### src/rtl/sram_port_arbiter.sv
`default_nettype none
// +--------------------------------------------------------------------------+
// | Module      : sram_port_arbiter                                          |
// | Description : Shares one sram-like memory port between the instruction-  |
// |               fetch requester (i_*) and the data-access requester (d_*). |
// |               One outstanding transfer, sequenced IDLE -> ADDR -> DATA,  |
// |               with a watchdog that aborts a hung transfer.               |
// | Config      : ARB_RR_EN defined   -> round-robin on simultaneous requests|
// |               ARB_RR_EN undefined -> fixed priority, data beats inst     |
// | Ports       : clk, rst            clock / synchronous active-high reset  |
// |               i_req/i_addr        inst read request and address          |
// |               i_addr_ok/i_data_ok/i_rdata   inst handshake and read data |
// |               d_req/d_wr/d_wen/d_addr/d_wdata  data request fields       |
// |               d_addr_ok/d_data_ok/d_rdata   data handshake and read data |
// |               m_req/m_wr/m_wen/m_addr/m_wdata  memory-side request       |
// |               m_addr_ok/m_data_ok/m_rdata      memory-side responses     |
// |               owner               current or last grant (1 = data)       |
// |               timeout             sticky watchdog-abort flag             |
// | Revision    : 1.0  initial release                                       |
// +--------------------------------------------------------------------------+
module sram_port_arbiter #(
  parameter int ADDR_W      = 32,
  parameter int DATA_W      = 32,
  parameter int TIMEOUT_CYC = 255
) (
  input  logic              clk,
  input  logic              rst,
  input  logic              i_req,
  input  logic [ADDR_W-1:0] i_addr,
  output logic              i_addr_ok,
  output logic              i_data_ok,
  output logic [DATA_W-1:0] i_rdata,
  input  logic              d_req,
  input  logic              d_wr,
  input  logic [3:0]        d_wen,
  input  logic [ADDR_W-1:0] d_addr,
  input  logic [DATA_W-1:0] d_wdata,
  output logic              d_addr_ok,
  output logic              d_data_ok,
  output logic [DATA_W-1:0] d_rdata,
  output logic              m_req,
  output logic              m_wr,
  output logic [3:0]        m_wen,
  output logic [ADDR_W-1:0] m_addr,
  output logic [DATA_W-1:0] m_wdata,
  input  logic              m_addr_ok,
  input  logic              m_data_ok,
  input  logic [DATA_W-1:0] m_rdata,
  output logic              owner,
  output logic              timeout
);

  localparam logic [1:0] cStIdle = 2'd0;
  localparam logic [1:0] cStAddr = 2'd1;
  localparam logic [1:0] cStData = 2'd2;

  localparam int             cCntW    = (TIMEOUT_CYC > 0) ? $clog2(TIMEOUT_CYC + 1) : 1;
  localparam logic [cCntW-1:0] cTimeout = cCntW'(TIMEOUT_CYC);
  localparam bit             cWdEn    = (TIMEOUT_CYC != 0);

  logic [1:0]        rState;
  logic [1:0]        wNextState;
  logic              rOwner;
  logic              rWr;
  logic [3:0]        rWen;
  logic [ADDR_W-1:0] rAddr;
  logic [DATA_W-1:0] rWdata;
  logic [cCntW-1:0]  rWdCnt;
  logic              rTimeout;

  logic wGrantI;
  logic wGrantD;
  logic wBusy;
  logic wAbort;
  logic wDone;
  logic wFinish;

  // ---------------------------------------------------------------- arbiter
`ifdef ARB_RR_EN
  logic rRrPtr;  // 1: data wins the next tie, 0: inst wins

  always_comb begin
    wGrantI = 1'b0;
    wGrantD = 1'b0;
    if (rState == cStIdle) begin
      if (i_req && d_req) begin
        wGrantD = rRrPtr;
        wGrantI = ~rRrPtr;
      end else begin
        wGrantD = d_req;
        wGrantI = i_req;
      end
    end
  end

  // Pointer always favours whoever did not get the last grant.
  always_ff @(posedge clk) begin
    if (rst) begin
      rRrPtr <= 1'b1;
    end else if (wGrantI || wGrantD) begin
      rRrPtr <= wGrantI;
    end
  end
`else
  // Data wins: its instruction is older (already in MEM).
  always_comb begin
    wGrantD = (rState == cStIdle) && d_req;
    wGrantI = (rState == cStIdle) && i_req && !d_req;
  end
`endif

  // --------------------------------------------------------------- watchdog
  // Abort has priority over a memory response arriving in the same cycle.
  always_comb begin
    wBusy   = (rState == cStAddr) || (rState == cStData);
    wAbort  = cWdEn && wBusy && (rWdCnt == cTimeout);
    wDone   = !wAbort && (((rState == cStAddr) && m_addr_ok && m_data_ok) ||
                          ((rState == cStData) && m_data_ok));
    wFinish = wDone || wAbort;
  end

  // ------------------------------------------------------- state register
  always_ff @(posedge clk) begin
    if (rst) begin
      rState <= cStIdle;
    end else begin
      rState <= wNextState;
    end
  end

  // ------------------------------------------------------------ next state
  always_comb begin
    wNextState = rState;
    case (rState)
      cStIdle: begin
        if (wGrantI || wGrantD) wNextState = cStAddr;
      end
      cStAddr: begin
        if (wAbort || (m_addr_ok && m_data_ok)) wNextState = cStIdle;
        else if (m_addr_ok)                     wNextState = cStData;
      end
      cStData: begin
        if (wAbort || m_data_ok) wNextState = cStIdle;
      end
      default: wNextState = cStIdle;
    endcase
  end

  // -------------------------------------------- transfer fields / watchdog
  always_ff @(posedge clk) begin
    if (rst) begin
      rOwner   <= 1'b0;
      rWr      <= 1'b0;
      rWen     <= 4'd0;
      rAddr    <= '0;
      rWdata   <= '0;
      rWdCnt   <= '0;
      rTimeout <= 1'b0;
    end else begin
      if (wGrantI || wGrantD) begin
        rOwner <= wGrantD;
        rWr    <= wGrantD && d_wr;
        rWen   <= wGrantD ? d_wen : 4'd0;
        rAddr  <= wGrantD ? d_addr : i_addr;
        rWdata <= wGrantD ? d_wdata : '0;
        rWdCnt <= '0;
      end else if (cWdEn && wBusy) begin
        rWdCnt <= rWdCnt + 1'b1;
      end
      if (wAbort) rTimeout <= 1'b1;
    end
  end

  // ----------------------------------------------------------------- outputs
  always_comb begin
    i_addr_ok = wGrantI;
    d_addr_ok = wGrantD;
    m_req     = (rState == cStAddr) && !wAbort;
    i_data_ok = wFinish && !rOwner;
    d_data_ok = wFinish && rOwner;
    i_rdata   = (wDone && !rOwner) ? m_rdata : '0;
    d_rdata   = (wDone && rOwner) ? m_rdata : '0;
    m_wr      = rWr;
    m_wen     = rWen;
    m_addr    = rAddr;
    m_wdata   = rWdata;
    owner     = rOwner;
    timeout   = rTimeout;
  end

endmodule
`default_nettype wire

### config.mk
export PLATFORM = sky130hd
export DESIGN_NAME = sram_port_arbiter
export DESIGN_NICKNAME = d
export VERILOG_FILES = /design/src/rtl/sram_port_arbiter.sv
export SDC_FILE = /design/constraint.sdc
export NUM_CORES = 1
export LEC_CHECK = 0
export ABC_AREA = 1
export CELL_PAD_IN_SITES_DETAIL_PLACEMENT = 0
export CELL_PAD_IN_SITES_GLOBAL_PLACEMENT = 1
export CORE_MARGIN = 8
export CORE_UTILIZATION = 22
export DETAILED_ROUTE_END_ITERATION = 8
export GPL_TIMING_DRIVEN = 0
export PLACE_DENSITY = 0.78
export RECOVER_POWER = 50
export SLEW_MARGIN = 25
export SYNTH_ARGS = -nofsm -noshare
export SYNTH_HDL_FRONTEND = slang
export SYNTH_SLANG_ARGS = --single-unit
### constraint.sdc
create_clock -name clk -period 2.1 [get_ports clk]
set_input_delay 0.315 -clock clk [delete_from_list [all_inputs] [get_ports clk]]
set_output_delay 0.315 -clock clk [all_outputs]
set_load 0.01 [all_outputs]
==> results.json <==
{
  "synth_simple_gate_area_share_pct": 21.09,
  "yosysWarnings": 0,
  "route.met2.wl_um": 8360,
  "vias": 4390,
  "synthDistinctLibCells": 26,
  "slew_headroom_pct": 65.92,
  "mostFrequentLayoutCell": "clkdlybuf4s50_1",
  "io_buffers": 277,
  "status": "finished with violations",
  "min_delay_path_depth": 2,
  "fmax_mhz": 446.8,
  "grt_setup_unrepaired": "true",
  "syn_to_final_growth_pct": 96.58,
  "gp_congestion": 0.7590,
  "setup_slack_ns": -0.1381,
  "cts-buffers-inserted": 9,
  "fp.dieArea_um2": 21170,
  "cp_max_fo": 5,
  "clkLatencyLatePin_ns": 0.33,
  "cts.htree.levels": 3,
  "path_class": "reg2out",
  "dp.cells": 965,
  "vias_per_cell": 4.412,
  "power.density_nw_per_um2": 972.9,
  "finalWirelength_um": 16620,
  "fin_crit_ns": 2.238,
  "place_ws_ns": -0.4001,
  "drive_above_1_share_pct": 23.35,
  "synth.avg_cell_area_um2": 7.884,
  "max-clock-path-buffers": 2,
  "fin_crit_sh_pct": 106.6,
  "ir_drop_mv": 0.5095,
  "rows": 47,
  "syn_nets": 611,
  "seq_area_frac_synth_pct": 43.95,
  "finalHoldViolCount": 0,
  "cts_tree": "done",
  "reg2reg_depth": 7,
  "drc": 0,
  "hold_class": "in2reg",
  "p_total_mw": 7.056,
  "initial_core_util_pct": 22.41,
  "final-setup-viol-count": 65,
  "synth_area_um2": 3690,
  "firstDrtPassIters": 4,
  "drt_iter0_drc": 135,
  "start_kind": "flop",
  "diodes": 0,
  "synth_adder_area_share_pct": 1.356,
  "synth_compound_area_share_pct": 21.70,
  "synth_top_family_by_area": "compound AO/OA/AOI/OAI gates",
  "post_layout_nonfiller_instances": 995,
  "critPathCaptureType": "primary output",
  "worst_slew_pin_slew_ns": 0.5112,
  "wl_met1_um": 6611,
  "cts.sinks": 81,
  "grt_pass1_wl_um": 25870,
  "violations": "negative setup slack",
  "avgRoutedWirePerCell_um": 16.70,
  "clk_pin_slew_ns": 0.06,
  "die_w_um": 145.5,
  "highest_layer": "met4",
  "cp.arrival_ns": 1.92,
  "drt.antenna.violating_nets": 0,
  "coreArea_um2": 16470,
  "yosys_register_bits": 81,
  "dr_wl_met3_um": 1336,
  "grt_max_degree": 16,
  "final_nets": 915,
  "synth_xor_xnor_area_share_pct": 0.4747,
  "cp.required_ns": 1.78,
  "grt_pass1_vias": 4597,
  "synthMuxAreaShare_pct": 0.2713,
  "finalClockSkew_ns": 0.005122,
  "grt_usage_pct": 15.25,
  "die_y_um": 145.5,
  "power.leakage_nw": 3.050,
  "antenna_found_initial": 0,
  "drv_slew": 0,
  "fin_tns_setup_ns": -5.320,
  "dp_hpwl_um": 12640,
  "grt-ovfl-total": 0,
  "postSynthCellCount": 468,
  "ctsRootBufferMaster": "clkbuf_16",
  "final_cell_mix": "clkdlybuf4s50_1 (209), dfxtp_1 (79), nor2_1 (77), buf_2 (68), nand2_1 (53)",
  "maxCapViolCount": 0,
  "io_pins": 279
}
critical path, cell delays in order (launching register included):
cell and delay, ns:
dfxtp_4 0.38, inv_4 0.05, ha_4 0.27, nand2_4 0.05, nor2_4 0.11, nand3_4 0.11, nand2_4 0.09, inv_6 0.05
nand2_8 0.07, buf_12 0.13, buf_16 0.13, nor2_2 0.03, buf_2 0.13
sequential cells by signal (all words and copies together) (netlist names):
signal / flops
owner: 1
rState: 2
m_wen: 4
m_wdata: 32
m_wr: 1
m_addr: 32
timeout: 1
rWdCnt: 8
stage by stage:
| step | area (um2) | hold slack, ns | utilization [%] |
|---|---|---|---|
| after global routing | 7253 | 0.3017 | 44.05 |
| final | 7253 | 0.2953 | 44.05 |
| after global placement | 6738 | 0.4379 | 40.92 |
| after floorplan | 3690 | 0.4525 | - |
| after detailed placement | 6738 | 0.4417 | 40.92 |
| after CTS | 7072 | 0.2880 | 42.95 |
per-layer routing:
metal	GRT usage (%)	vias up
met5	0	-
met4	5.049	0
met3	5.100	18
met2	26.89	194
met1	16.89	2013
li1	-	2165
area by class of cell:
type / count / area [um2]
repair buffers: 296 / 2770
clock buffers: 10 / 229.0
inverters: 51 / 203.9
fillers: 1658 / 9213
flip-flops and latches: 81 / 1627
well taps: 220 / 275.3
clock inverters: 4 / 70.07
multi-input cells: 302 / 1893
plain buffers: 31 / 185.2
path summary, 6_finish.rpt:
path | start | to | slack, ns
setup / recovery | rState[0] | i_rdata[21] | -0.14
hold / removal | rst | m_addr[2] | 0.30
setup reg to reg | rState[0] | m_wdata[4] | 0.39
hold reg to reg | m_addr[9] | m_addr[9] | 0.46
cells in the mapped netlist:
master / n / area, um2
clkbuf_1: 10 / 37.54
buf_2: 17 / 85.08
a32o_1: 37 / 370.4
nor2_1: 117 / 439.2
nand3_1: 4 / 20.02
inv_1: 49 / 183.9
nand2_4: 3 / 33.78
o21ai_0: 27 / 135.1
nor2_2: 1 / 6.260
o31ai_1: 32 / 240.2
buf_4: 1 / 7.510
xor2_1: 2 / 17.52
inv_2: 2 / 7.510
mux2i_1: 1 / 10.01
nor2_4: 2 / 22.52
nand2_2: 2 / 12.51
or2_2: 1 / 6.260
dfxtp_1: 81 / 1622
nand3_4: 1 / 17.52
nand4_1: 1 / 6.260
nand2_1: 55 / 206.5
a21oi_1: 6 / 30.03
o21ai_1: 5 / 25.02
buf_8: 6 / 90.09
nand3b_1: 1 / 7.510
ha_1: 4 / 50.05
where the power goes:
part | internal (mW) | switching [mW] | total [mW] | leakage [nW]
logic | 1.62 | 1.73 | 3.35 | 2.24
registers | 1.89 | 0.192 | 2.08 | 0.666
clock network | 1.02 | 0.606 | 1.63 | 0.148
logic make-up after synthesis:
kind of cell | after synthesis
compound gates | 107
fa+ha+maj | 4
mux | 1
flops | 81
buf+inv | 85
xor+xnor | 2
simple gates | 188
timing repair:
action / 4_1_cts / 5_1_grt
cloned: 5 / 0
gates resized for setup: 303 / 77
hold buffers: 0 / 0
buffers inserted: 18 / 2
setup endpoints to repair: 69 / 68
pin swaps: 9 / 10
Power figures use the tool's default switching activity.
